**config.mk**
```make
export PLATFORM = sky130hd
export DESIGN_NAME = axil_slave_bridge
export DESIGN_NICKNAME = d
export VERILOG_FILES = /design/src/rtl/axil_slave_bridge.sv
export SDC_FILE = /design/constraint.sdc
export NUM_CORES = 1
export LEC_CHECK = 0
export ABC_CLOCK_PERIOD_IN_PS = 2600
export CAP_MARGIN = 10
export CORE_MARGIN = 2
export CORE_UTILIZATION = 44
export CTS_CLUSTER_SIZE = 24
export DETAILED_ROUTE_END_ITERATION = 16
export PLACE_DENSITY_LB_ADDON = 0.1
export SYNTH_ARGS = -nofsm -noshare
export SYNTH_HDL_FRONTEND = slang
export SYNTH_SLANG_ARGS = --single-unit
```
**constraint.sdc**
```tcl
create_clock -name s_axi_aclk -period 2.6 [get_ports s_axi_aclk]
set_input_delay 0.65 -clock s_axi_aclk [delete_from_list [all_inputs] [get_ports s_axi_aclk]]
set_output_delay 0.65 -clock s_axi_aclk [all_outputs]
set_load 0.01 [all_outputs]
```
**src/rtl/axil_slave_bridge.sv**
```systemverilog
// axil_slave_bridge: AXI4-Lite slave that forwards register accesses onto the coprocessor request/done backend.
// Define AXIL_TIMEOUT_EN to bound each backend wait to TIMEOUT_CYCLES cycles (SLVERR on expiry).
module axil_slave_bridge #(
   parameter int ADDR_WIDTH     = 8,
   parameter int DATA_WIDTH     = 32,
   parameter int NUM_WORDS      = 16,
   parameter int TIMEOUT_CYCLES = 64
) (
   input  logic                          s_axi_aclk,
   input  logic                          s_axi_aresetn,
   input  logic [ADDR_WIDTH-1:0]         s_axi_awaddr,
   input  logic                          s_axi_awvalid,
   output logic                          s_axi_awready,
   input  logic [DATA_WIDTH-1:0]         s_axi_wdata,
   input  logic [DATA_WIDTH/8-1:0]       s_axi_wstrb,
   input  logic                          s_axi_wvalid,
   output logic                          s_axi_wready,
   output logic [1:0]                    s_axi_bresp,
   output logic                          s_axi_bvalid,
   input  logic                          s_axi_bready,
   input  logic [ADDR_WIDTH-1:0]         s_axi_araddr,
   input  logic                          s_axi_arvalid,
   output logic                          s_axi_arready,
   output logic [DATA_WIDTH-1:0]         s_axi_rdata,
   output logic [1:0]                    s_axi_rresp,
   output logic                          s_axi_rvalid,
   input  logic                          s_axi_rready,
   output logic                          write,
   output logic [$clog2(NUM_WORDS)-1:0]  write_addrs,
   output logic [DATA_WIDTH-1:0]         write_data,
   output logic [DATA_WIDTH/8-1:0]       write_strobe,
   input  logic                          write_done,
   input  logic                          write_error,
   output logic                          read,
   output logic [$clog2(NUM_WORDS)-1:0]  read_addrs,
   input  logic [DATA_WIDTH-1:0]         read_data,
   input  logic                          read_done,
   input  logic                          read_error
);

   localparam int STRB_WIDTH = DATA_WIDTH / 8;
   localparam int IDX_WIDTH  = $clog2(NUM_WORDS);
   localparam int LSB        = $clog2(STRB_WIDTH);
   localparam logic [ADDR_WIDTH-1:0] WORD_LIMIT = ADDR_WIDTH'(NUM_WORDS);

   localparam logic [1:0] RESP_OKAY   = 2'b00;
   localparam logic [1:0] RESP_SLVERR = 2'b10;
   localparam logic [1:0] RESP_DECERR = 2'b11;

   localparam logic [2:0] IDLE    = 3'd0;
   localparam logic [2:0] WR_BUSY = 3'd1;
   localparam logic [2:0] WR_RESP = 3'd2;
   localparam logic [2:0] RD_BUSY = 3'd3;
   localparam logic [2:0] RD_RESP = 3'd4;

   logic [2:0]            state;
   logic                  last_wr;
   logic                  tmo_hit;

   logic                  aw_full, aw_oor;
   logic [IDX_WIDTH-1:0]  aw_idx;
   logic                  w_full;
   logic [DATA_WIDTH-1:0] w_data_q;
   logic [STRB_WIDTH-1:0] w_strb_q;
   logic                  ar_full, ar_oor;
   logic [IDX_WIDTH-1:0]  ar_idx;

   logic [ADDR_WIDTH-1:0] aw_word, ar_word;
   logic                  grant_wr, grant_rd;

   assign aw_word = s_axi_awaddr >> LSB;
   assign ar_word = s_axi_araddr >> LSB;

   // Ready is gated by reset so the master sees 0 for the whole reset window.
   assign s_axi_awready = s_axi_aresetn & ~aw_full;
   assign s_axi_wready  = s_axi_aresetn & ~w_full;
   assign s_axi_arready = s_axi_aresetn & ~ar_full;

   // A read wins a tie only when the previous grant went to a write.
   assign grant_wr = (state == IDLE) & aw_full & w_full & (~ar_full | ~last_wr);
   assign grant_rd = (state == IDLE) & ar_full & ~grant_wr;

   always_ff @(posedge s_axi_aclk) begin
      if (!s_axi_aresetn) begin
         aw_full <= 1'b0;
         w_full  <= 1'b0;
         ar_full <= 1'b0;
      end else begin
         if (s_axi_awvalid && s_axi_awready) aw_full <= 1'b1;
         else if (grant_wr)                  aw_full <= 1'b0;
         if (s_axi_wvalid && s_axi_wready)   w_full  <= 1'b1;
         else if (grant_wr)                  w_full  <= 1'b0;
         if (s_axi_arvalid && s_axi_arready) ar_full <= 1'b1;
         else if (grant_rd)                  ar_full <= 1'b0;
      end
   end

   // Decode happens at capture so the grant path only looks at one flag.
   always_ff @(posedge s_axi_aclk) begin
      if (s_axi_awvalid && s_axi_awready) begin
         aw_idx <= aw_word[IDX_WIDTH-1:0];
         aw_oor <= (aw_word >= WORD_LIMIT);
      end
      if (s_axi_wvalid && s_axi_wready) begin
         w_data_q <= s_axi_wdata;
         w_strb_q <= s_axi_wstrb;
      end
      if (s_axi_arvalid && s_axi_arready) begin
         ar_idx <= ar_word[IDX_WIDTH-1:0];
         ar_oor <= (ar_word >= WORD_LIMIT);
      end
   end

`ifdef AXIL_TIMEOUT_EN
   localparam int TMO_WIDTH = $clog2(TIMEOUT_CYCLES);
   logic [TMO_WIDTH-1:0] tmo_cnt;

   always_ff @(posedge s_axi_aclk) begin
      if (!s_axi_aresetn || (state != WR_BUSY && state != RD_BUSY)) tmo_cnt <= '0;
      else                                                         tmo_cnt <= tmo_cnt + 1'b1;
   end

   assign tmo_hit = (tmo_cnt == TMO_WIDTH'(TIMEOUT_CYCLES - 1));
`else
   assign tmo_hit = 1'b0;
`endif

   always_ff @(posedge s_axi_aclk) begin
      if (!s_axi_aresetn) begin
         state        <= IDLE;
         last_wr      <= 1'b0;
         write        <= 1'b0;
         write_addrs  <= '0;
         write_data   <= '0;
         write_strobe <= '0;
         read         <= 1'b0;
         read_addrs   <= '0;
         s_axi_bvalid <= 1'b0;
         s_axi_bresp  <= RESP_OKAY;
         s_axi_rvalid <= 1'b0;
         s_axi_rresp  <= RESP_OKAY;
         s_axi_rdata  <= '0;
      end else begin
         case (state)
            IDLE: begin
               if (grant_wr) begin
                  last_wr <= 1'b1;
                  if (aw_oor) begin
                     s_axi_bresp  <= RESP_DECERR;
                     s_axi_bvalid <= 1'b1;
                     state        <= WR_RESP;
                  end else begin
                     write        <= 1'b1;
                     write_addrs  <= aw_idx;
                     write_data   <= w_data_q;
                     write_strobe <= w_strb_q;
                     state        <= WR_BUSY;
                  end
               end else if (grant_rd) begin
                  last_wr <= 1'b0;
                  if (ar_oor) begin
                     s_axi_rresp  <= RESP_DECERR;
                     s_axi_rdata  <= '0;
                     s_axi_rvalid <= 1'b1;
                     state        <= RD_RESP;
                  end else begin
                     read       <= 1'b1;
                     read_addrs <= ar_idx;
                     state      <= RD_BUSY;
                  end
               end
            end
            WR_BUSY: begin
               if (write_error || write_done || tmo_hit) begin
                  write        <= 1'b0;
                  s_axi_bvalid <= 1'b1;
                  s_axi_bresp  <= (write_done && !write_error) ? RESP_OKAY : RESP_SLVERR;
                  state        <= WR_RESP;
               end
            end
            WR_RESP: begin
               if (s_axi_bready) begin
                  s_axi_bvalid <= 1'b0;
                  state        <= IDLE;
               end
            end
            RD_BUSY: begin
               if (read_error || read_done || tmo_hit) begin
                  read         <= 1'b0;
                  s_axi_rvalid <= 1'b1;
                  if (read_done && !read_error) begin
                     s_axi_rresp <= RESP_OKAY;
                     s_axi_rdata <= read_data;
                  end else begin
                     s_axi_rresp <= RESP_SLVERR;
                     s_axi_rdata <= '0;
                  end
                  state <= RD_RESP;
               end
            end
            RD_RESP: begin
               if (s_axi_rready) begin
                  s_axi_rvalid <= 1'b0;
                  state        <= IDLE;
               end
            end
            default: state <= IDLE;
         endcase
      end
   end

endmodule

```
After elaboration in Yosys (flattened, before gate mapping)
Index checks and enable logic that the tools add are counted.
{"block": "totals", "ff_bits": 137, "output_inout_bits": 87}
{"block": "op_classes", "n_lt_le_gt_ge": 2, "eq_ne": 16, "n_mux": 52, "bitwise": 16, "reduce_logical": 28}
{"cell": "$mux 32", "count": 5}
{"cell": "$pmux 32 s2", "count": 1}
{"cell": "$mux 1", "count": 22}
{"cell": "$ne 2x2->1 const B", "count": 11}
{"cell": "$mux 3", "count": 7}
{"cell": "$mux 2", "count": 10}
{"cell": "$reduce_and 5->1", "count": 4}
{"cell": "$pmux 3 s5", "count": 1}
{"cell": "$ge 6x5->1 const B", "count": 2}
{"cell": "$reduce_and 4->1", "count": 3}
{"cell": "$reduce_bool 2->1", "count": 6}
{"cell": "$and 1x1->1", "count": 8}
{"cell": "$pmux 2 s2", "count": 2}
{"cell": "$not 1->1", "count": 7}
{"cell": "$eq 3x2->1 const B", "count": 2}
{"cell": "$pmux 1 s3", "count": 2}
{"cell": "$reduce_and 6->1", "count": 1}
{"cell": "$reduce_bool 3->1", "count": 2}
{"cell": "$logic_and 1x1->1", "count": 5}
{"cell": "$pmux 1 s2", "count": 2}
{"cell": "$eq 3x1->1 const B", "count": 1}
{"cell": "$eq 3x3->1 const B", "count": 1}
{"cell": "$logic_not 3->1", "count": 1}
{"cell": "$ne 3x3->1 const B", "count": 1}
{"cell": "other kinds (5)", "count": 7}

Depth between registers and ports, before layout
Gate-level depths: netlist of the first run.
{"block": "logic_depth", "depth_word": 9, "ltp_mapped": 6}

Least setup slack after synthesis of the first run
Ideal clock, no wire load.
{"block": "synth_path", "kind": "input to register", "start": "input s_axi_aresetn", "end": "register w_data_q[0] (enable)", "t_arrival_ns": 2.175, "required_ns": 2.203, "path_slack_ns": 0.028, "path_stages": 4, "path_cell_list": "clkbuf_1 > inv_2 > nor2_1 > and2_1"}
{"block": "synth_between", "elab_chain_len": 2}
{"item": "start: declaration", "line_no": "10", "source": "input logic s_axi_aresetn,"}
{"item": "$and 1x1->1", "line_no": "76", "source": "assign s_axi_wready = s_axi_aresetn & ~w_full;"}
{"item": "net s_axi_wready", "line_no": "17", "source": "output logic s_axi_wready,"}
{"item": "$logic_and 1x1->1", "line_no": "104", "source": "if (s_axi_wvalid && s_axi_wready) begin"}
{"item": "end signal: assignment", "line_no": "105", "source": "w_data_q <= s_axi_wdata;"}
{"item": "end: declaration", "line_no": "63", "source": "logic [DATA_WIDTH-1:0] w_data_q;"}
The timed path passes the listed nets, and every way through them passes these cells.
A chain may end at the register's enable or synchronous reset.

Worst setup path in the final report of the first run
{"block": "layout_path", "start": "input s_axi_aresetn", "end": "output s_axi_wready"}
{"block": "layout_between", "elab_chain_len": 1}
{"item": "$and 1x1->1", "line_no": "76"}
{"item": "end: declaration", "line_no": "17"}
No other way between the ends.

==> reports/metrics.yaml, run 1 <==
cts_tree: "built"
cp_cell_sequence: "clkdlybuf4s50_1 -> inv_2 -> nor2_1 -> dlymetal6s2s_1"
arrival_ns: 1.54
synthesis.area_sq_um: 4920
slew_violations: 0
ys_warn_count: 0
min_period_ns: 2.19
drt_iter0_markers: 310
finClkSkew_ns: 0.0144
ir_drop_mv: 0.368
cts_buffers: 17
rsz0062_at_grt: "no"
hpwlAfterDp_um: 8370
wl_um: 12500
cts.clk_slew.worst_paths_ns: 0.06
ys.flop_type: "dfxtp_1"
antennaDiodeCount: 0
place_ws_ns: -0.0736
vias_per_cell: 5.29
cts_root_buffer: "clkbuf_8"
synth_cell_types: 45
num_vias: 3962
slowest_stage: "clkdlybuf4s50_1"
nets: 691
ios: 182
die_h_um: 110
netlist_instances: 420
track_usage_pct: 21.1
drcViolationCount: 0
drive_above_1_share_pct: 9.36
finalCritPeriodShare_pct: 84.1
rrSetupSlack_ns: 0.58
critPathMaxStageDelay_ns: 0.50
ant_nets: 0
setup.worst_path.start_class: "input pin"
cts_hold_buffers: 0
finalHoldViolCount: 0
critPathCaptureType: "primary output"
htree_levels: 4
power_density_nw_per_um2: 703
drt-pass1-iter-count: 4
outcome: "complete, no violations"
power.total_mw: 5.15
clk_path_buf_depth: 2
gp_congestion: 0.802
hold_class: "flop to flop"
worst_hold_slack_ns: 0.449
synthArstFlopShare_pct: 0
core_area_sq_um: 10900
cts.sinks: 137
synth_common_cells: "91 x dfxtp_1, 47 x a21oi_1, 46 x edfxtp_1, 41 x o21ai_1, 40 x nand3_1"
synth-edff-count: 46
placementRows: 38
leakage_nw: 2.62
wire_per_inst_um: 16.7
critical_path_class: "input pin to primary output"
crit_family: "buffers and inverters"
fmax_mhz: 457
synth.top_cell.area_share_pct: 37.0
grt_pass1_wl_um: 19400
cap_violations: 0
io_buffers: 177
cp.required_ns: 1.95
ys_seq_area_share_pct: 65.1
worstPathMaxFanout: 7
grt_antenna_before_repair: 0
grt_pass1_vias: 3874
fillers: 859
setup_ws_ns: 0.412
yosys.area.top_type: "dfxtp_1"
syn_area_per_cell_sq_um: 11.7
overflow: 0
grt_max_degree: 42
worst_pin_slew_ns: 0.998
synth_most_common_cell: "dfxtp_1"
die_w_um: 110
dieArea_sq_um: 12000
worst_skew_pair.late_latency_ns: 0.51
slew_headroom_pct: 33.3
synth_nets: 515
crit_buf_inv: 3
ys_ff_latch: 137
synth.area.top_cells: "dfxtp_1 37%, edfxtp_1 28%, a22o_1 5.7%"
setup_viol: 0
area_growth_pct: 48.6
initial_utilization_pct: 45.2
## routing by layer
metal  vias to the layer above  part of all wire [%]  GRT usage (%)
met2                       162                    49           33.4
met3                        11                   8.2           7.88
met4                         0                   1.1           6.42
li1                       1917                     -              -
met1                      1872                    42           26.9
met5                         -                     0              0
## kinds of logic after synthesis
kind of cell	share of synthesized area, %
muxes	1.02
and+or+nand+nor	10.2
buffers and inverters	4.73
AOI/OAI and AO/OA	18.9
DFF	65.1
## layout by cell type (no fill, tap or decap), types with 5 or more instances in the layout
| cell type | count |
|---|---|
| dfxtp_1 | 91 |
| clkbuf_16 | 16 |
| edfxtp_1 | 46 |
| buf_4 | 9 |
| o21ai_1 | 41 |
| nor2_1 | 16 |
| nand3_1 | 40 |
| nand2_1 | 8 |
| inv_1 | 6 |
| clkdlybuf4s50_1 | 174 |
| mux2i_1 | 5 |
| clkinv_2 | 5 |
| a22o_1 | 32 |
| a21oi_1 | 47 |
## power by group
| part | total (mW) | switching (mW) | leakage [nW] | internal (mW) |
|---|---|---|---|---|
| Clock | 2.06 | 0.866 | 0.260 | 1.20 |
| Combinational | 0.716 | 0.366 | 1.19 | 0.351 |
| Sequential | 2.37 | 0.0566 | 1.16 | 2.31 |
| Total | 5.15 | 1.29 | 2.62 | 3.86 |
## final timing paths
kind / from / endpoint / cells after the start
worst max register to register: state[2] / write_addrs[0] / 4
worst max-delay path: s_axi_aresetn / s_axi_wready / 4
worst min-delay path: read / read / 2
worst min register to register: read / read / 2
## worst min-delay path: stages (launching register included)
cell     delay, ns
dfxtp_1       0.31
inv_1         0.05
a21oi_1       0.05
## timing repair
item / CTS / global route
resized for setup: 0 / 3
setup buffers: 0 / 0
hold endpoints to repair: 0 / 0
setup endpoints to repair: 0 / 3
## stage by stage
| step | instance area, sq um | TNS, ns | cells | utilization, % |
|---|---|---|---|---|
| global route | 7320 | 0 | 749 | 67.2 |
| finish | 7320 | 0 | 749 | 67.2 |
| global placement | 6780 | 0 | 716 | 62.3 |
| floorplan | 4920 | 0 | 420 | - |
| detailed placement | 6780 | -1.23 | 716 | 62.3 |
| CTS | 7290 | 0 | 748 | 67.0 |
## registers in the layout, indices dropped and copies added (netlist names), 2 cells and up
register	flops
ar_idx	4
aw_idx	4
read_addrs	4
s_axi_bresp	2
s_axi_rdata	32
s_axi_rresp	2
state	3
w_data_q	32
w_strb_q	4
write_addrs	4
write_data	32
write_strobe	4
## final cells by class
type | instances | area, sq um | share of cell area, %
inverters | 7 | 26.3 | 0.359
repair buffers | 189 | 1900 | 26.0
clock inverters | 11 | 75.1 | 1.03
flip-flops and latches | 137 | 3200 | 43.8
multi-input cells | 244 | 1500 | 20.4
clock buffers | 21 | 439 | 6.00
well taps | 140 | 175 | 2.39
(Power assumes the default switching activity.)
==> inputs of run 2 (changes only) <==
Settings changed: ABC_CLOCK_PERIOD_IN_PS 2600 to 2200.
Clock period 2.6 ns to 2.2 ns, I/O delays scaled along.
==> reports/metrics.yaml, run 2 (synthesized netlist as in run 1, its figures left out) <==
finClkSkew_ns: 0.00740  # -0.00696 ns
hold_depth: 2  # unchanged
placementRows: 38  # unchanged
hold_end: "read"
htree_levels: 4  # unchanged
worst_hold_slack_ns: 0.448  # -0.000896 ns
hpwlAfterDp_um: 8420  # +0.53%
rsz0062_at_grt: "no"
slew_headroom_pct: 35.1  # +1.8 points
regArea_sq_um: 3200  # unchanged
ios: 182  # unchanged
reg_top3: "s_axi_rdata (32), w_data_q (32), write_data (32)"
cts.clk_slew.worst_paths_ns: 0.06  # about the same
cts_setup_buffers: 0  # unchanged
core_area_sq_um: 10900  # unchanged
worst_skew_pair.late_latency_ns: 0.51  # about the same
drive_above_1_share_pct: 9.52  # +0.16 points
slowest_stage: "clkdlybuf4s50_1"
cts_hold_buffers: 0  # unchanged
overflow: 0  # unchanged
die_w_um: 110  # unchanged
swShare_pct: 24.3  # -0.70 points
initial_utilization_pct: 45.2  # unchanged
crit_family: "buffers and inverters"
cap_violations: 0  # unchanged
place_ws_ns: -0.160  # -0.0866 ns
ant_nets: 0  # unchanged
finalCritPeriodShare_pct: 95.0
antennaDiodeCount: 0  # unchanged
track_usage_pct: 20.7  # -0.36 points
worst_pin_slew_ns: 0.970  # -0.0275 ns
multiInputGateArea_sq_um: 1500  # unchanged
drt_iter0_markers: 246  # -21%
grt_antenna_before_repair: 0  # unchanged
gp_congestion: 0.805  # +0.42%
die_h_um: 110  # unchanged
clockPowerShare_pct: 43.5  # +3.4 points
r2r_end: "write_strobe[3]"
combPwrFrac_pct: 13.1  # -0.8 points
drcViolationCount: 0  # unchanged
layout_commonest_cell: "clkdlybuf4s50_1"
setup.worst_path.start_class: "input pin"
min_period_ns: 2.09
area_growth_pct: 50.8
grt_max_degree: 52  # +24%
power_density_nw_per_um2: 873  # +24%
setup_ws_ns: 0.110  # -0.302 ns
cp_cell_sequence: "clkdlybuf4s50_1 -> inv_2 -> nor2_1 -> dlygate4sd2_1"
final_cell_mix: "174 x clkdlybuf4s50_1, 91 x dfxtp_1, 47 x a21oi_1"
drt-pass1-iter-count: 4  # unchanged
worstPathMaxFanout: 4  # -3
cts_root_buffer: "clkbuf_8"
grt_pass1_vias: 3836  # -0.98%
grt_pass1_wl_um: 19100  # -1.8%
fmax_mhz: 478
p_switching_mw: 1.58  # +22%
internal-power_mw: 4.90  # +27%
critPathCaptureType: "primary output"
critical_path_class: "input pin to primary output"
design_area_sq_um: 7420  # +1.4%
setup_viol: 0  # unchanged
cts.sinks: 137  # unchanged
critPathMaxStageDelay_ns: 0.49  # about the same
r2r_cells: 4  # unchanged
leakage_nw: 2.64  # +0.81%
tns_ns: 0  # unchanged
ir_drop_mv: 0.390  # +6.2%
nets: 691  # unchanged
place_area_sq_um: 6810  # +0.48%
dieArea_sq_um: 12000  # unchanged
holdCritStartpoint: "read"
cts_buffers: 17  # unchanged
finalHoldViolCount: 0  # unchanged
reg2reg_from: "state[1]"
num_vias: 3956  # -0.15%
arrival_ns: 1.54  # about the same
rrSetupSlack_ns: 0.26  # -0.32 ns
fillers: 830  # -3.4%
power.total_mw: 6.48  # +26%
wl_um: 12300  # -1.6%
wire_per_inst_um: 16.5  # -1.6%
seq_power_share_pct: 43.4  # -2.6 points
io_buffers: 177  # unchanged
crit_buf_inv: 3  # unchanged
slew_violations: 0  # unchanged
vias_per_cell: 5.28  # -0.15%
cts_tree: "built"
outcome: "complete, no violations"
clk_path_buf_depth: 2  # unchanged
hold_class: "flop to flop"
cp.required_ns: 1.65  # -0.30 ns
run 2: worst max path at each step:
stage / start / cells past startpoint / end
finish: s_axi_aresetn / 4 / s_axi_arready
CTS: s_axi_aresetn / 4 / s_axi_arready
global placement: s_axi_aresetn / 4 / s_axi_wready
detailed placement: s_axi_aresetn / 4 / s_axi_arready
floorplan: s_axi_aresetn / 4 / w_data_q[0]
global route: s_axi_aresetn / 4 / s_axi_wready
run 2: stage by stage:
stage | cells | utilization [%]
5_1_grt | 749 | 68.2
2_1_floorplan | 420 | -
6_report | 749 | 68.2
4_1_cts | 749 | 68.2
3_5_place_dp | 717 | 62.6
3_3_place_gp | 717 | 62.6
run 2: repair_timing:
action                     in CTS  in global routing
hold endpoints to repair        0                  0
setup endpoints to repair       3                  0
resized for setup               3                  0
run 2: per-layer routing:
metal | wire, um | up-vias | global-route usage [%]
met5 | 0 | - | 0
met4 | 97 | 0 | 5.79
met3 | 959 | 11 | 8.18
met2 | 6090 | 144 | 33.3
met1 | 5190 | 1883 | 26.0
li1 | - | 1918 | -
run 2: power groups by stage:
| stage | Sequential [mW] | Combinational, mW | Clock, mW |
|---|---|---|---|
| 6_report | 2.81 | 0.845 | 2.82 |
| 5_1_grt | 2.83 | 0.909 | 2.99 |
| 4_1_cts | 2.81 | 0.850 | 2.88 |
| 3_5_place_dp | 2.87 | 0.851 | 0 |
| 3_3_place_gp | 2.86 | 0.836 | 0 |
| 2_1_floorplan | 2.86 | 0.444 | 0 |
run 2: layout make-up:
type	count	share of cell area, %
timing repair buffer	189	25.7
clock buffer	24	7.37
multi-input combinational	244	20.1
tap	140	2.36
sequential	137	43.2
clock inverter	8	0.894
inverter	7	0.354
run 2: worst min-delay path, stage by stage (launching register included):
cell and delay [ns]:
dfxtp_1 0.31, inv_1 0.04, a21oi_1 0.05
==> inputs of run 3 (changes only) <==
Settings changed: PLACE_DENSITY set to 0.79, PLACE_DENSITY_LB_ADDON 0.1 to unset.
==> reports/metrics.yaml, run 3 (synthesized netlist as in run 1, its figures left out) <==
gp_congestion: 0.806  # about the same
cts_hold_buffers: 0  # unchanged
finalCritPeriodShare_pct: 94.9  # -0.11 points
drive_above_1_share_pct: 8.88  # -0.64 points
finalHoldViolCount: 0  # unchanged
power_density_nw_per_um2: 864  # -1.0%
hpwlAfterDp_um: 8450  # +0.45%
layout_commonest_cell: "clkdlybuf4s50_1"
cts_root_buffer: "clkbuf_8"
worst_skew_pair.late_latency_ns: 0.53  # +0.02 ns
clk_path_buf_depth: 2  # unchanged
slew_violations: 0  # unchanged
min_period_ns: 2.09  # -0.00235 ns
finClkSkew_ns: 0.00600  # -0.00139 ns
setup.worst_path.start_class: "input pin"
cts_buffers: 17  # unchanged
initial_utilization_pct: 45.2  # unchanged
die_h_um: 110  # unchanged
cap_violations: 0  # unchanged
grt_pass1_vias: 4085  # +6.5%
fin_cells: 748  # -0.13%
drt-pass1-iter-count: 4  # unchanged
io_buffers: 177  # unchanged
cts_setup_buffers: 0  # unchanged
critPathCaptureType: "primary output"
rsz0062_at_grt: "no"
ios: 182  # unchanged
vias_per_cell: 5.43  # +2.8%
hold_class: "flop to flop"
place_area_sq_um: 6820  # about the same
htree_levels: 4  # unchanged
drcViolationCount: 0  # unchanged
fmax_mhz: 479  # +0.11%
combPwrFrac_pct: 13.0  # about the same
placementRows: 38  # unchanged
dieArea_sq_um: 12000  # unchanged
leakage_nw: 2.61  # -1.1%
final_cell_mix: "174 x clkdlybuf4s50_1, 91 x dfxtp_1, 47 x a21oi_1"
antennaDiodeCount: 0  # unchanged
cts.clk_slew.worst_paths_ns: 0.06  # about the same
ir_drop_mv: 0.527  # +35%
swShare_pct: 23.6  # -0.70 points
cts.sinks: 137  # unchanged
reg_top3: "s_axi_rdata (32), w_data_q (32), write_data (32)"
grt_pass1_wl_um: 19600  # +2.9%
track_usage_pct: 21.5  # +0.81 points
seq_power_share_pct: 44.3  # +0.9 points
critical_path_class: "input pin to primary output"
internal-power_mw: 4.88  # -0.50%
cp.required_ns: 1.65  # about the same
clockPowerShare_pct: 42.7  # -0.8 points
wl_um: 12700  # +2.8%
cts_tree: "built"
num_vias: 4060  # +2.6%
ant_nets: 0  # unchanged
setup_viol: 0  # unchanged
outcome: "complete, no violations"
grt_antenna_before_repair: 0  # unchanged
core_area_sq_um: 10900  # unchanged
wire_per_inst_um: 17.0  # +2.9%
design_area_sq_um: 7390  # -0.39%
drt_iter0_markers: 242  # -1.6%
grt_max_degree: 45  # -13%
worst_pin_slew_ns: 0.971  # +0.0000102 ns
dp_cells: 716  # -0.14%
overflow: 0  # unchanged
arrival_ns: 1.54  # about the same
p_switching_mw: 1.51  # -4.2%
nets: 690  # -0.14%
fillers: 846  # +1.9%
die_w_um: 110  # unchanged
worstPathMaxFanout: 6  # +2
area_growth_pct: 50.2
slew_headroom_pct: 35.1  # about the same
run 3: cell types whose count changed in the layout (fill, tap and decap cells not counted), sizes merged:
cell	change
inv	-4
clkbuf	+3
clkinv	-2
clkinvlp	+2
buf	-1
bufinv	+1
run 3: layout make-up:
class	instances	area [sq um]	area share [%]
timing repair buffer	188	1910	25.9
clock inverter	5	55.1	0.745
sequential	137	3200	43.3
clock buffer	27	524	7.09
tap	140	175	2.37
inverter	7	26.3	0.355
multi-input combinational	244	1500	20.2
run 3: final timing paths:
check	cells after the start	startpoint	slack, ns	to
worst min register to register	2	read	0.47	read
worst min-delay path	2	read	0.47	read
worst max-delay path	4	s_axi_aresetn	0.11	s_axi_awready
worst max register to register	4	state[1]	0.21	write_data[14]
run 3: power by group through the flow:
stage               Clock (mW)  Sequential, mW  Combinational, mW
finish                    2.73            2.83              0.829
global route              2.87            2.84              0.898
CTS                       2.76            2.83              0.832
detailed placement           0            2.88              0.828
global placement             0            2.87              0.812
floorplan                    0            2.86              0.444
run 3: metal layers:
| layer | share of wire (%) | vias up | global-route usage [%] |
|---|---|---|---|
| met2 | 48 | 190 | 36.2 |
| met3 | 10 | 24 | 8.54 |
| li1 | - | 1912 | - |
| met4 | 1.8 | 0 | 9.04 |
| met5 | 0 | - | 0 |
| met1 | 39 | 1934 | 24.3 |
run 3: metrics by stage:
stage / util [%] / power (mW) / setup slack, ns / TNS (ns) / hold slack [ns]
6_report: 67.9 / 6.38 / 0.112 / 0 / 0.469
5_1_grt: 67.9 / 6.62 / 0.0629 / 0 / 0.492
4_1_cts: 67.9 / 6.42 / 0.108 / 0 / 0.473
3_5_place_dp: 62.6 / 3.71 / -0.164 / -0.474 / 0.458
3_3_place_gp: 62.6 / 3.68 / -0.168 / -0.478 / 0.454
2_1_floorplan: - / 3.30 / 0.102 / 0 / 0.453
run 3: critical path, stage by stage:
cell,delay [ns]
clkdlybuf4s50_1,0.49
inv_2,0.08
nor2_1,0.11
dlygate4sd2_1,0.30
run 3: timing repair:
item / 4_1_cts / 5_1_grt
gates resized for setup: 3 / 0
setup endpoints to repair: 3 / 0
hold endpoints to repair: 0 / 0
